--- config.mk ---
export PLATFORM = sky130hd
export DESIGN_NAME = player_grid_ctrl_flat
export DESIGN_NICKNAME = d
export VERILOG_FILES = /design/src/rtl/bomberman_pkg.sv /design/src/rtl/player_grid_ctrl_if.sv /design/src/rtl/frame_timer.sv /design/src/rtl/player_grid_ctrl.sv /design/src/flat_wrapper.sv
export SDC_FILE = /design/constraint.sdc
export NUM_CORES = 1
export LEC_CHECK = 0
export ABC_AREA = 1
export CAP_MARGIN = 20
export CORE_MARGIN = 2
export CORE_UTILIZATION = 50
export CTS_CLUSTER_SIZE = 24
export DETAILED_ROUTE_END_ITERATION = 12
export GPL_ROUTABILITY_DRIVEN = 0
export PLACE_DENSITY = 0.75
export SYNTH_ARGS = -nofsm -noshare
export SYNTH_HDL_FRONTEND = slang
export SYNTH_SLANG_ARGS = --single-unit
--- constraint.sdc ---
create_clock -name frame_clk -period 6.7 [get_ports frame_clk]
set_input_delay 2.01 -clock frame_clk [delete_from_list [all_inputs] [get_ports frame_clk]]
set_output_delay 2.01 -clock frame_clk [all_outputs]
set_load 0.005 [all_outputs]
--- src/rtl/bomberman_pkg.sv ---
// Shared types, widths and default keycodes for the grid-locked player controller.
package bomberman_pkg;
  localparam int COORD_W = 10;
  localparam int TILE_W  = 5;

  localparam logic [7:0] KEY_UP_DEF   = 8'h1A;
  localparam logic [7:0] KEY_DN_DEF   = 8'h16;
  localparam logic [7:0] KEY_LT_DEF   = 8'h04;
  localparam logic [7:0] KEY_RT_DEF   = 8'h07;
  localparam logic [7:0] KEY_BOMB_DEF = 8'h19;

  typedef enum logic [1:0] {UP = 2'd0, DOWN = 2'd1, LEFT = 2'd2, RIGHT = 2'd3} dir_t;
  typedef enum logic [1:0] {S_IDLE = 2'd0, S_QUERY = 2'd1, S_MOVE = 2'd2, S_DEAD = 2'd3} pstate_t;

  // Tile whose centre is closest to a pixel coordinate (rounds half a tile up).
  function automatic logic [TILE_W-1:0] nearest_tile(input logic [COORD_W-1:0] px,
                                                     input int tile_log2);
    return TILE_W'((px + COORD_W'(1 << (tile_log2 - 1))) >> tile_log2);
  endfunction
endpackage

--- src/rtl/player_grid_ctrl_if.sv ---
// Collision query channel between a player controller (master) and the map block (slave).
// query_valid rises with query_col/row and all three stay stable until the cycle in which
// query_ack is high; query_blocked is meaningful only in that cycle. An ack seen while
// query_valid is low is ignored, so the map may ack in the same or any later cycle.
interface player_grid_ctrl_if;
  logic                             query_valid;
  logic [bomberman_pkg::TILE_W-1:0] query_col;
  logic [bomberman_pkg::TILE_W-1:0] query_row;
  logic                             query_ack;
  logic                             query_blocked;

  modport master (output query_valid, query_col, query_row, input query_ack, query_blocked);
  modport slave  (input query_valid, query_col, query_row, output query_ack, query_blocked);
endinterface

--- src/rtl/frame_timer.sv ---
// Per-frame down counter: load wins, otherwise decrement and saturate at zero.
module frame_timer #(
  parameter int W    = 6,
  parameter int LOAD = 1
) (
  input  logic clk,
  input  logic rst_n,
  input  logic load,
  output logic zero
);
  logic [W-1:0] count;

  always_ff @(posedge clk or negedge rst_n) begin
    if (!rst_n)             count <= '0;
    else if (load)          count <= W'(LOAD);
    else if (count != '0)   count <= count - 1'b1;
  end

  assign zero = (count == '0);
endmodule

--- src/rtl/player_grid_ctrl.sv ---
// Tile-locked player: map collision query, stepwise motion, bomb drop with cooldown,
// and hearts with invulnerability frames.
module player_grid_ctrl
  import bomberman_pkg::*;
#(
  parameter int         TILE_LOG2     = 4,
  parameter int         GRID_W        = 20,
  parameter int         GRID_H        = 15,
  parameter int         STEP          = 2,
  parameter int         START_COL     = 1,
  parameter int         START_ROW     = 1,
  parameter int         MAX_HEARTS    = 3,
  parameter int         INVULN_FRAMES = 60,
  parameter int         BOMB_COOLDOWN = 30,
  parameter logic [7:0] KEY_UP        = KEY_UP_DEF,
  parameter logic [7:0] KEY_DN        = KEY_DN_DEF,
  parameter logic [7:0] KEY_LT        = KEY_LT_DEF,
  parameter logic [7:0] KEY_RT        = KEY_RT_DEF,
  parameter logic [7:0] KEY_BOMB      = KEY_BOMB_DEF
) (
  input  logic                 frame_clk,
  input  logic                 Reset_n,
  input  logic [7:0]           keycode,
  input  logic                 hit,
  player_grid_ctrl_if.master   qry,
  output logic                 bomb_drop,
  output logic [TILE_W-1:0]    bomb_col,
  output logic [TILE_W-1:0]    bomb_row,
  output logic                 damage,
  output logic [2:0]           heart,
  output logic                 dead,
  output logic                 moving,
  output dir_t                 facing,
  output logic [COORD_W-1:0]   userX,
  output logic [COORD_W-1:0]   userY,
  output logic [COORD_W-1:0]   userS,
  output pstate_t              dbg_state
);
  localparam int TILE_PX = 1 << TILE_LOG2;
  localparam int INV_W   = $clog2(INVULN_FRAMES + 1);
  localparam int COOL_W  = $clog2(BOMB_COOLDOWN + 1);
  localparam logic [COORD_W-1:0] START_X = COORD_W'(START_COL << TILE_LOG2);
  localparam logic [COORD_W-1:0] START_Y = COORD_W'(START_ROW << TILE_LOG2);

  pstate_t            state, state_nx;
  logic [COORD_W-1:0] pos_x, pos_y, nx_x, nx_y, tgt_x, tgt_y;
  logic [TILE_W-1:0]  cur_col, cur_row, tgt_col, tgt_row, tgt_col_nx, tgt_row_nx;
  dir_t               move_dir, key_dir;
  logic               key_is_dir, target_ok, arrived;
  logic               bomb_key, bomb_prev, bomb_fire;
  logic               take_hit, fatal_hit, invuln_zero, cool_zero;

  // Position is tile aligned whenever a new move is sampled, so a plain shift gives the tile.
  assign cur_col = TILE_W'(pos_x >> TILE_LOG2);
  assign cur_row = TILE_W'(pos_y >> TILE_LOG2);
  assign tgt_x   = COORD_W'(tgt_col) << TILE_LOG2;
  assign tgt_y   = COORD_W'(tgt_row) << TILE_LOG2;

  always_comb begin
    key_is_dir = 1'b1;
    key_dir    = facing;
    if      (keycode == KEY_UP) key_dir = UP;
    else if (keycode == KEY_DN) key_dir = DOWN;
    else if (keycode == KEY_LT) key_dir = LEFT;
    else if (keycode == KEY_RT) key_dir = RIGHT;
    else                        key_is_dir = 1'b0;
  end

  // Edge checks run on tile indices before any +/-1, so nothing wraps.
  always_comb begin
    tgt_col_nx = cur_col;
    tgt_row_nx = cur_row;
    target_ok  = 1'b0;
    case (key_dir)
      UP:    begin target_ok = (cur_row != '0);             tgt_row_nx = cur_row - 1'b1; end
      DOWN:  begin target_ok = (int'(cur_row) < GRID_H - 1); tgt_row_nx = cur_row + 1'b1; end
      LEFT:  begin target_ok = (cur_col != '0);             tgt_col_nx = cur_col - 1'b1; end
      default: begin target_ok = (int'(cur_col) < GRID_W - 1); tgt_col_nx = cur_col + 1'b1; end
    endcase
  end

  always_comb begin
    nx_x = pos_x;
    nx_y = pos_y;
    case (move_dir)
      UP:      nx_y = pos_y - COORD_W'(STEP);
      DOWN:    nx_y = pos_y + COORD_W'(STEP);
      LEFT:    nx_x = pos_x - COORD_W'(STEP);
      default: nx_x = pos_x + COORD_W'(STEP);
    endcase
  end
  assign arrived = (nx_x == tgt_x) && (nx_y == tgt_y);

  assign take_hit  = hit && invuln_zero && (state != S_DEAD);
  assign fatal_hit = take_hit && (heart == 3'd1);
  assign bomb_key  = (keycode == KEY_BOMB);
  assign bomb_fire = bomb_key && !bomb_prev && cool_zero && (state != S_DEAD) && !fatal_hit;

  always_ff @(posedge frame_clk or negedge Reset_n) begin
    if (!Reset_n) state <= S_IDLE;
    else          state <= state_nx;
  end

  always_comb begin
    state_nx = state;
    case (state)
      S_IDLE:  if (key_is_dir && target_ok) state_nx = S_QUERY;
      S_QUERY: if (qry.query_ack) state_nx = qry.query_blocked ? S_IDLE : S_MOVE;
      S_MOVE:  if (arrived) state_nx = S_IDLE;
      S_DEAD:  state_nx = S_DEAD;
      default: state_nx = S_IDLE;
    endcase
    if (fatal_hit) state_nx = S_DEAD;
  end

  always_comb begin
    qry.query_valid = (state == S_QUERY);
    moving          = (state == S_MOVE);
    dead            = (state == S_DEAD);
  end

  assign qry.query_col = tgt_col;
  assign qry.query_row = tgt_row;

  always_ff @(posedge frame_clk or negedge Reset_n) begin
    if (!Reset_n) begin
      pos_x     <= START_X;
      pos_y     <= START_Y;
      tgt_col   <= TILE_W'(START_COL);
      tgt_row   <= TILE_W'(START_ROW);
      move_dir  <= DOWN;
      facing    <= DOWN;
      heart     <= 3'(MAX_HEARTS);
      bomb_prev <= 1'b0;
      bomb_drop <= 1'b0;
      bomb_col  <= '0;
      bomb_row  <= '0;
      damage    <= 1'b0;
    end else begin
      bomb_prev <= bomb_key;
      bomb_drop <= bomb_fire;
      damage    <= take_hit;
      if (take_hit) heart <= heart - 3'd1;
      if (bomb_fire) begin
        bomb_col <= nearest_tile(pos_x, TILE_LOG2);
        bomb_row <= nearest_tile(pos_y, TILE_LOG2);
      end
      if (state == S_IDLE && key_is_dir) begin
        facing <= key_dir;
        if (target_ok) begin
          tgt_col  <= tgt_col_nx;
          tgt_row  <= tgt_row_nx;
          move_dir <= key_dir;
        end
      end
      if (state == S_MOVE && !fatal_hit) begin
        pos_x <= nx_x;
        pos_y <= nx_y;
      end
    end
  end

  frame_timer #(.W(INV_W), .LOAD(INVULN_FRAMES)) u_invuln (
    .clk(frame_clk), .rst_n(Reset_n), .load(take_hit), .zero(invuln_zero)
  );

  frame_timer #(.W(COOL_W), .LOAD(BOMB_COOLDOWN)) u_cooldown (
    .clk(frame_clk), .rst_n(Reset_n), .load(bomb_fire), .zero(cool_zero)
  );

  assign userX     = pos_x;
  assign userY     = pos_y;
  assign userS     = COORD_W'(TILE_PX);
  assign dbg_state = state;
endmodule

--- src/flat_wrapper.sv ---
// flat-port wrapper written by rule: the top's interface ports become plain ports
module player_grid_ctrl_flat import bomberman_pkg::*;
#(
  parameter int         TILE_LOG2     = 4,
  parameter int         GRID_W        = 20,
  parameter int         GRID_H        = 15,
  parameter int         STEP          = 2,
  parameter int         START_COL     = 1,
  parameter int         START_ROW     = 1,
  parameter int         MAX_HEARTS    = 3,
  parameter int         INVULN_FRAMES = 60,
  parameter int         BOMB_COOLDOWN = 30,
  parameter logic [7:0] KEY_UP        = KEY_UP_DEF,
  parameter logic [7:0] KEY_DN        = KEY_DN_DEF,
  parameter logic [7:0] KEY_LT        = KEY_LT_DEF,
  parameter logic [7:0] KEY_RT        = KEY_RT_DEF,
  parameter logic [7:0] KEY_BOMB      = KEY_BOMB_DEF
)
  (frame_clk, Reset_n, keycode, hit, bomb_drop, bomb_col, bomb_row, damage, heart, dead, moving, facing, userX, userY, userS, dbg_state, qry_query_valid, qry_query_col, qry_query_row, qry_query_ack, qry_query_blocked);
  player_grid_ctrl_if qry_i ();
  input  logic frame_clk;
  input  logic Reset_n;
  input  logic [7:0] keycode;
  input  logic hit;
  output logic bomb_drop;
  output logic [TILE_W-1:0] bomb_col;
  output logic [TILE_W-1:0] bomb_row;
  output logic damage;
  output logic [2:0] heart;
  output logic dead;
  output logic moving;
  output dir_t facing;
  output logic [COORD_W-1:0] userX;
  output logic [COORD_W-1:0] userY;
  output logic [COORD_W-1:0] userS;
  output pstate_t dbg_state;
  output wire logic [$bits(qry_i.query_valid)-1:0] qry_query_valid;
  output wire logic [$bits(qry_i.query_col)-1:0] qry_query_col;
  output wire logic [$bits(qry_i.query_row)-1:0] qry_query_row;
  input wire logic [$bits(qry_i.query_ack)-1:0] qry_query_ack;
  input wire logic [$bits(qry_i.query_blocked)-1:0] qry_query_blocked;
  assign qry_query_valid = qry_i.query_valid;
  assign qry_query_col = qry_i.query_col;
  assign qry_query_row = qry_i.query_row;
  assign qry_i.query_ack = qry_query_ack;
  assign qry_i.query_blocked = qry_query_blocked;
  player_grid_ctrl #(.TILE_LOG2(TILE_LOG2), .GRID_W(GRID_W), .GRID_H(GRID_H), .STEP(STEP), .START_COL(START_COL), .START_ROW(START_ROW), .MAX_HEARTS(MAX_HEARTS), .INVULN_FRAMES(INVULN_FRAMES), .BOMB_COOLDOWN(BOMB_COOLDOWN), .KEY_UP(KEY_UP), .KEY_DN(KEY_DN), .KEY_LT(KEY_LT), .KEY_RT(KEY_RT), .KEY_BOMB(KEY_BOMB)) u_core (.frame_clk(frame_clk), .Reset_n(Reset_n), .keycode(keycode), .hit(hit), .qry(qry_i), .bomb_drop(bomb_drop), .bomb_col(bomb_col), .bomb_row(bomb_row), .damage(damage), .heart(heart), .dead(dead), .moving(moving), .facing(facing), .userX(userX), .userY(userY), .userS(userS), .dbg_state(dbg_state));
endmodule
==> flow_summary.json, run 1 <==
{
  "switching_share_pct": 48.84,
  "critPathMaxStageDelay_ns": 0.49,
  "num_rows": 35,
  "overflow": 0,
  "critPathBufInv": 2,
  "cts_max_path_buffers": 2,
  "rsz0062_at_grt": "no",
  "cts-root-buf": "clkbuf_8",
  "path_cells": "clkdlybuf4s50_1, inv_1, nor2_2, nand4_1, nand2_1, nand2_1, a21oi_4, nand2_2, ha_1, nand2_1, nor2_1, a211oi_1, nor2_1, nor2_1, xor2_1, o21ai_0",
  "reg2reg_slack_ns": 2.90,
  "grt_usage_pct": 23.99,
  "worstPathRequired_ns": 6.93,
  "tns_ns": 0,
  "synthTopCellsByArea": "dfrtp_1 (29%), nand2_1 (16%), ha_1 (7.6%)",
  "ys_seq_area_share_pct": 33.20,
  "setup_viol": 0,
  "postCtsSetupBuffers": 0,
  "crit_path_start_kind": "input port",
  "path_clk_slew_ns": 0.07,
  "place_hpwl_um": 8649,
  "r2r_cells": 20,
  "placedCellCount": 818,
  "fin_crit_sh_pct": 67.58,
  "p_int_mw": 1.273,
  "p_leak_nw": 2.738,
  "cp_top_family": "simple AND/OR/NAND/NOR gates",
  "routed_wl_um": 11490,
  "final_cells": 834,
  "portBuffers": 62,
  "yosysTopAreaCell": "dfrtp_1",
  "first_global_vias": 4236,
  "drt_first_pass_iters": 6,
  "irDropWorstVdd_v": 0.0002963,
  "holdPathStages": 2,
  "antennaDiodeCount": 0,
  "grt_max_degree": 62,
  "synth_cell_types": 40,
  "route.detailed.drc": 0,
  "htreeDepth": 3,
  "die_area_mm2": 0.01004,
  "area_growth_syn_to_layout_pct": 17.36,
  "worstSetupEndpoint": "u_core.qry.query_row[4]",
  "clkSinkCount": 61,
  "drive_gt1_share_pct": 7.192,
  "power.density_mw_per_mm2": 458.1,
  "core_mm2": 0.009109,
  "vias_per_cell": 5.321,
  "die_x_um": 100.2,
  "p_switching_mw": 1.215,
  "fp.dieH_um": 100.2,
  "slew_violations": 0,
  "crit_slowest_cell": "clkdlybuf4s50_1",
  "timing.rr.end": "u_core.dbg_state[1]",
  "synth.most_common_cell": "nand2_1",
  "path_max_fanout": 9,
  "cts_inserted_buffers": 9,
  "max_freq_mhz": 220.8,
  "crit_type": "input port to flip-flop",
  "yosysWarnings": 0,
  "finalHoldViolCount": 0,
  "grt_antenna_before_repair": 0,
  "ioPinCount": 75,
  "grt_pass1_wl_um": 19270,
  "synth_top_cell_area_share_pct": 28.66,
  "synth_common_cells": "nand2_1 (200), inv_1 (79), nand3_1 (63), dfrtp_1 (53), nor2_1 (45)",
  "ys_ff_latch": 61,
  "hp-class": "flip-flop to flip-flop",
  "placedInstanceArea_mm2": 0.005256,
  "max_slew_margin_pct": 48.11,
  "postCtsHoldBufs": 0,
  "synthArstFlopShare_pct": 100.0,
  "hold_slack_ns": 0.4785,
  "seqPwrFrac_pct": 27.7,
  "syn_inst": 660,
  "nNetsFinal": 762,
  "ant_nets": 0,
  "skew_ns": 0.009300,
  "initial_utilization_pct": 50.81,
  "cp.arrival_ns": 4.76,
  "r2r_start": "u_core.move_dir[1]",
  "cts_tree": "yes",
  "wl_per_cell_um": 13.78,
  "synth_edf_count": 0,
  "cp.depth": 16,
  "tightest_slew_ns": 0.7784,
  "avgSynthCellArea_um2": 7.012,
  "vias": 4438,
  "maxCapViolCount": 0,
  "ctsResizeCount": 0,
  "startpoint": "keycode[2]",
  "synth_area_mm2": 0.004628,
  "final_cell_area_mm2": 0.005431,
  "cp-end-kind": "flip-flop",
  "drtIter0Drc": 251,
  "min_period_ns": 4.528,
  "p_comb_share_pct": 60.4,
  "status": "finished clean",
  "clockPowerShare_pct": 11.9,
  "clk_latency_ns": 0.35,
  "synth_ff_type": "dfrtp_1"
}
power by group through the flow:
stage          Combinational, mW  Clock, mW  Sequential [mW]
2_1_floorplan               1.06          0            0.646
3_3_place_gp                1.44          0            0.689
3_5_place_dp                1.49          0            0.691
4_1_cts                     1.50      0.302            0.687
5_1_grt                     1.72      0.319            0.708
6_report                    1.50      0.297            0.689
how the worst min path moves through the flow:
stage,startpoint,endpoint,slack (ns)
6_report,u_core.bomb_col[0],u_core.bomb_col[0],0.48
5_1_grt,u_core.bomb_row[0],u_core.bomb_row[0],0.51
4_1_cts,u_core.u_cooldown.count[0],u_core.u_cooldown.count[0],0.48
3_5_place_dp,u_core.u_cooldown.count[0],u_core.u_cooldown.count[0],0.46
3_3_place_gp,u_core.u_cooldown.count[0],u_core.u_cooldown.count[0],0.46
2_1_floorplan,u_core.u_cooldown.count[0],u_core.u_cooldown.count[0],0.44
cells in the final DEF, fill, tap and decap left out, drive strengths merged, types with 2 or more instances in the layout:
master	Yosys	routed
a41oi	2	2
ha	28	28
xnor2	8	8
clkbuf	4	9
clkdlybuf4s50	0	61
nand3	65	65
nand2	206	206
clkinvlp	0	2
inv	85	86
or2	5	5
nor2	49	49
clkinv	0	4
nor3	7	7
nand4	5	5
fa	3	3
buf	23	3
a31oi	3	3
o211ai	8	8
a21oi	15	15
dfrtp	53	53
o21a	2	2
xor2	14	14
o21ai	53	53
conb	2	12
nand3b	6	6
dfstp	8	8
final cells by class:
class                           instances  area [um^2]
Clock buffer                            9        123.9
Clock inverter                          7        51.30
Fill cell                             836         3677
Inverter                               85        319.1
Multi-Input combinational cell        497         2631
Sequential cell                        61         1536
Tap cell                              111        138.9
Timing Repair Buffer                   64        630.6
layer usage:
| metal | share of wire, % | GRT usage, % | vias to the layer above |
|---|---|---|---|
| li1 | - | - | 2215 |
| met1 | 44 | 30.46 | 2056 |
| met4 | 2.5 | 8.957 | 0 |
| met5 | 0 | 0 | - |
| met2 | 48 | 40.32 | 145 |
| met3 | 4.9 | 4.944 | 22 |
worst reg2reg max path: stages, from the launching register on:
cell and delay [ns]:
dfrtp_1 0.36, buf_4 0.23, inv_1 0.56, nand2_1 0.51
ha_1 0.51, nand2_1 0.12, inv_1 0.05, a21oi_1 0.20
nand3_1 0.11, nand3_1 0.12, nand2_1 0.11, nand2_1 0.09
nand2_1 0.06, nor2_1 0.13, nand3_1 0.09, nor2_1 0.09
nand2_1 0.08, nand2_2 0.09, nand2_1 0.08, nand2_1 0.07
nand2_1 0.05
state kept, by name, summed over array words and instances, names as in the netlist, 3 cells and up:
| signal | flops |
|---|---|
| u_core.qry.query_row | 5 |
| u_core.heart | 3 |
| u_core.u_cooldown.count | 5 |
| u_core.bomb_row | 5 |
| u_core.userY | 9 |
| u_core.qry.query_col | 5 |
| u_core.u_invuln.count | 6 |
| u_core.userX | 9 |
| u_core.bomb_col | 5 |
metrics by stage:
| stage | util, % | total power [mW] | setup slack (ns) |
|---|---|---|---|
| 6_report | 59.63 | 2.488 | 2.172 |
| 5_1_grt | 59.63 | 2.745 | 1.913 |
| 4_1_cts | 59.63 | 2.487 | 2.191 |
| 3_5_place_dp | 57.71 | 2.180 | 1.822 |
| 3_3_place_gp | 57.71 | 2.132 | 1.884 |
| 2_1_floorplan | - | 1.702 | 2.575 |
logic make-up (layout without fill, tap and decap cells):
logic type / count (synthesis) / after routing / share of synthesized area, %
AOI/OAI and AO/OA: 86 / 86 / 10.46
xor gates and xnor gates: 22 / 22 / 4.163
adders and majority gates: 31 / 31 / 8.867
buffers and inverters: 112 / 165 / 10.76
DFF: 61 / 61 / 33.20
muxes: 1 / 1 / 0.2163
other: 2 / 12 / 0.1623
and+or+nand+nor: 345 / 345 / 32.17
(Power assumes the default switching activity.)
==> inputs of run 2 (changes only) <==
clock period = 4.61 ns   (was 6.7 ns; I/O delays follow)
==> run 2 against run 1 <==
- clock skew increased by 0.0034 ns
- cell area increased by 0.85%
- combinational power increased by 46%
- routed wire length increased by 2.1%
- cell count increased by 0.48%
- clock-buffer cell count increased by 1
- sequential power increased by 45%
- critical path type unchanged
- largest cell class unchanged
- largest power group unchanged
==> flow_summary.json, run 2 (synthesis results as in run 1) <==
{
  "status": "finished clean",
  "path_cells": "clkdlybuf4s50_1, inv_1, nand3_1, nor2_1, nand4_1, nand2_1, nand2_1, a21oi_4, nor2_1, fa_1, nand2_1, nand2_1, a21oi_1, nor2_1, nor2_1, xor2_1, o21ai_0",
  "cp-end-kind": "flip-flop",
  "max_freq_mhz": 259.6,
  "ctsResizeCount": 0,
  "vias": 4524,
  "first_global_vias": 4303,
  "nFillCells": 830,
  "worstPathRequired_ns": 4.85,
  "grt_pass1_wl_um": 19890,
  "cts_tree": "yes",
  "crit_slowest_cell": "fa_1",
  "cp_top_family": "simple AND/OR/NAND/NOR gates",
  "drtIter0Drc": 332,
  "area_growth_syn_to_layout_pct": 18.36,
  "hold_slack_ns": 0.4878,
  "skew_ns": 0.01271,
  "drt_first_pass_iters": 5,
  "rsz0062_at_grt": "no",
  "wl_per_cell_um": 14.00,
  "cts_max_path_buffers": 2,
  "critPathMaxStageDelay_ns": 0.43,
  "finalHoldViolCount": 0,
  "postCtsHoldBufs": 0,
  "use_met2_pct": 42.18,
  "path_max_fanout": 9,
  "maxCapViolCount": 0,
  "crit_path_start_kind": "input port",
  "placedInstanceArea_mm2": 0.005286,
  "power.density_mw_per_mm2": 668.7,
  "ant_nets": 0,
  "p_leak_nw": 2.763,
  "vias_per_cell": 5.399,
  "htreeDepth": 3,
  "cts-root-buf": "clkbuf_8",
  "irDropWorstVdd_v": 0.0004244,
  "nNetsFinal": 766,
  "slew_violations": 0,
  "overflow": 0,
  "grt_max_degree": 35,
  "antennaDiodeCount": 0,
  "portBuffers": 62,
  "place_hpwl_um": 8837,
  "crit_type": "input port to flip-flop",
  "die_x_um": 100.2,
  "drive_gt1_share_pct": 7.565,
  "postCtsSetupBuffers": 0,
  "path_clk_slew_ns": 0.07,
  "routed_wl_um": 11730,
  "cp.arrival_ns": 4.09,
  "core_mm2": 0.009109,
  "num_rows": 35,
  "fp.dieH_um": 100.2,
  "utilization_pct": 60.14,
  "max_slew_margin_pct": 51.58,
  "initial_utilization_pct": 50.81,
  "grt_use_met3_pct": 5.014,
  "fin_crit_sh_pct": 83.57,
  "finalPower_mw": 3.663,
  "route.detailed.drc": 0,
  "min_period_ns": 3.853,
  "clk_latency_ns": 0.36,
  "use_met1_pct": 31.34,
  "mostFrequentLayoutCells": "nand2_1 (200), inv_1 (79), nand3_1 (63), clkdlybuf4s50_1 (61), dfrtp_1 (53)",
  "critPathBufInv": 2,
  "die_area_mm2": 0.01004,
  "busiest_layer": "met2",
  "tightest_slew_ns": 0.7263,
  "grt_usage_pct": 24.60,
  "final_cell_area_mm2": 0.005478,
  "grt_antenna_before_repair": 0,
  "cts_inserted_buffers": 9,
  "clkSinkCount": 61,
  "setup_viol": 0,
  "hp-class": "flip-flop to flip-flop",
  "ioPinCount": 75,
  "tns_ns": 0,
  "layout_commonest_cell": "nand2_1"
}
## run 2: per-layer routing
layer	vias to the layer above	wire, um
met5	-	0
li1	2214	-
met2	148	5849
met1	2144	5120
met3	18	596
met4	0	167
## run 2: per-stage QoR
stage	setup WS [ns]	instances
finish	0.7572	838
global route	0.4598	838
CTS	0.8158	838
detailed placement	0.4530	822
global placement	0.6150	822
floorplan	1.112	670
## run 2: final timing paths
check                              startpoint                      end  slack [ns]  cells past startpoint
setup / recovery                   keycode[6]  u_core.qry.query_col[4]        0.76                     17
hold / removal             u_core.bomb_col[3]       u_core.bomb_col[3]        0.49                      2
setup reg to reg           u_core.move_dir[0]      u_core.dbg_state[0]        1.67                     18
hold reg to reg            u_core.bomb_col[3]       u_core.bomb_col[3]        0.49                      2
max in group asynchronous             Reset_n       u_core.move_dir[0]        2.63                      2
min in group asynchronous             Reset_n       u_core.bomb_col[4]        1.08                      1
## run 2: area by class of cell
cell class	instances	area (um^2)	area share (%)
timing repair buffer	68	660.6	12.06
clock inverter	6	63.81	1.165
tap	111	138.9	2.535
clock buffer	10	127.6	2.330
sequential	61	1536	28.05
inverter	85	319.1	5.825
multi-input combinational	497	2631	48.04
## run 2: worst register-to-register path: cells and delay by family (launching register included)
kind | cells | cell delay (ns)
fa+ha+maj | 1 | 0.47
simple gates | 16 | 1.63
flops | 1 | 0.56
compound gates | 1 | 0.19
## run 2: report_power, final
group          leakage (nW)  internal (mW)  total, mW  switching, mW
Clock                0.0923          0.248      0.475          0.227
Combinational          1.92          0.918       2.19           1.27
Sequential            0.747          0.744       1.00          0.259
==> edit, RTL diff (config.mk and constraints of run 1) <==
`INVULN_FRAMES` is set to 60 in 2 places; all go to 30.
--- a/src/rtl/player_grid_ctrl.sv
+++ b/src/rtl/player_grid_ctrl.sv
@@ -10,7 +10,7 @@
   parameter int         START_COL     = 1,
   parameter int         START_ROW     = 1,
   parameter int         MAX_HEARTS    = 3,
-  parameter int         INVULN_FRAMES = 60,
+  parameter int         INVULN_FRAMES = 30,
   parameter int         BOMB_COOLDOWN = 30,
   parameter logic [7:0] KEY_UP        = KEY_UP_DEF,
   parameter logic [7:0] KEY_DN        = KEY_DN_DEF,
--- a/src/flat_wrapper.sv
+++ b/src/flat_wrapper.sv
@@ -8,7 +8,7 @@
   parameter int         START_COL     = 1,
   parameter int         START_ROW     = 1,
   parameter int         MAX_HEARTS    = 3,
-  parameter int         INVULN_FRAMES = 60,
+  parameter int         INVULN_FRAMES = 30,
   parameter int         BOMB_COOLDOWN = 30,
   parameter logic [7:0] KEY_UP        = KEY_UP_DEF,
   parameter logic [7:0] KEY_DN        = KEY_DN_DEF,
Behaviour: no difference found for any inputs over 10 cycles, from zero or initial values and one cycle with Reset_n low; that may be too few to reach the edited logic, so the function may still have changed.
==> edit against run 1 <==
- area after synthesis is 0.78% higher
- global-route usage grew 0.35 points
- final area up 0.67%
- power is 19% lower
- non-clock buffer count unchanged
- wire length up 0.82%
- synthesized cell count is 0.61% higher
- worst setup slack got worse by 0.12 ns
- sequential cell count decreased by 1
==> edit: results (changes against run 1) <==
stage,metric,value,unit,change
yosys,seq_area_frac_synth,32.4,%,-0.79 points
routing,routedWlPerCell,13.8,µm,+0.46%
timing,drv_slew,0,,unchanged
pwr,power_leakage,0.00275,µW,+0.37%
global_route,gr-usage-all-layers,24.3,%,+0.35 points
timing,fin_skew,0.0119,ns,+0.00260 ns
yosys,synth_top_cells_by_area,"dfrtp_1 (28%), nand2_1 (16%), nand3_1 (8.5%), ha_1 (7.5%), inv_1 (6.3%)",,
finish,layout-drive-gt1-share,7.71,%,+0.52 points
critical_path,r2r_slack,3.53,ns,+0.63 ns
outcome,run_status,completed,,
critical_path,crit_path_start,keycode[7],,
yosys,synthFlopType,dfrtp_1,,
routing,vias_per_cell,5.31,,-0.22%
worst_hold_path,hold_class,register to register,,
yosys,avgSynthCellArea,7.02,µm²,+0.18%
global_route,grt_start_max_net_pins,61,,-1.6%
global_route,grt_pass1_wl,19.6,mm,+1.6%
place,pre_cts_ws,1.70,ns,-0.119 ns
global_route,gr-usage-met2,37.9,%,-2.4 points
clock_tree,numCtsBuffers,9,,unchanged
critical_path,reg2regPathDepth,20,,unchanged
finish,final_nets,765,,+0.39%
timing,whs,0.477,ns,-0.00150 ns
pwr,peakVddDrop,220,µV,-26%
place,hpwl,8.76,mm,+1.2%
pwr,p_sw_share,44.3,%,-4.5 points
clock_tree,h-tree-depth,3,,unchanged
worst_hold_path,hp-start,u_core.u_invuln.count[0],,
worst_hold_path,min_to,u_core.u_invuln.count[0],,
finish,final_cells,837,,+0.36%
critical_path,cpMaxStageDelayCell,clkdlybuf4s50_1,,
routing,drt-met1-wl,5.35,mm,+4.9%
place,place_area,0.00527,mm²,+0.24%
yosys,muxShareOfSynthArea,0,%,-0.22 points
yosys,synth_xor_area_share,4.51,%,+0.34 points
routing,wl_met2,5.18,mm,-6.6%
yosys,synthAdderAreaFrac,8.80,%,-0.069 points
routing,met3_length,761,µm,+36%
critical_path,max_stage_delay,0.40,ns,-0.09 ns
global_route,grt_pass1_vias,4216,,-0.47%
critical_path,path_max_fanout,16,,+7
routing,drtPass1Iterations,5,,-1
global_route,use_met1,33.3,%,+2.9 points
timing,fin_crit_sh,69.4,%,+1.8 points
routing,drt-initial-drc-count,234,,-6.8%
yosys,synthTopCellsByCount,"nand2_1 (200), nand3_1 (79), inv_1 (78), dfrtp_1 (52), o21ai_0 (45)",,
global_route,use_met3,5.48,%,+0.53 points
timing,worst_pin_slew,0.757,ns,-0.0214 ns
critical_path,crit_arrival,4.89,ns,+0.13 ns
place,dp_cells,821,,+0.37%
yosys,synth_compound_area_share,9.52,%,-0.94 points
edit: changes by cell type in the layout (fill, tap and decap cells not counted), sizes merged, moves of 3 or more:
cell,before,now
nand3,65,81
nand2,206,212
xor2,14,18
or2,5,2
nor2,49,43
o21ai,53,50
edit: worst register-to-register path: cells and delay by family (launching register included):
kind / cells / cell delay, ns
compound gates: 1 / 0.17
flops: 1 / 0.37
buf+inv: 2 / 0.48
simple gates: 16 / 1.69
fa+ha+maj: 1 / 0.38
edit: power by group through the flow:
stage | clock network (µW) | registers (µW) | logic [µW]
2_1_floorplan | 0 | 601 | 689
3_3_place_gp | 0 | 644 | 996
3_5_place_dp | 0 | 647 | 1030
4_1_cts | 345 | 642 | 1040
5_1_grt | 362 | 665 | 1190
6_report | 342 | 645 | 1030
edit: area by class of cell:
cell class,instances,area [µm²]
clock buffer,9,124
clock inverter,7,75.1
fill,856,3680
inverter,85,324
multi-input combinational,501,2660
sequential,60,1510
tap,111,139
timing repair buffer,64,631
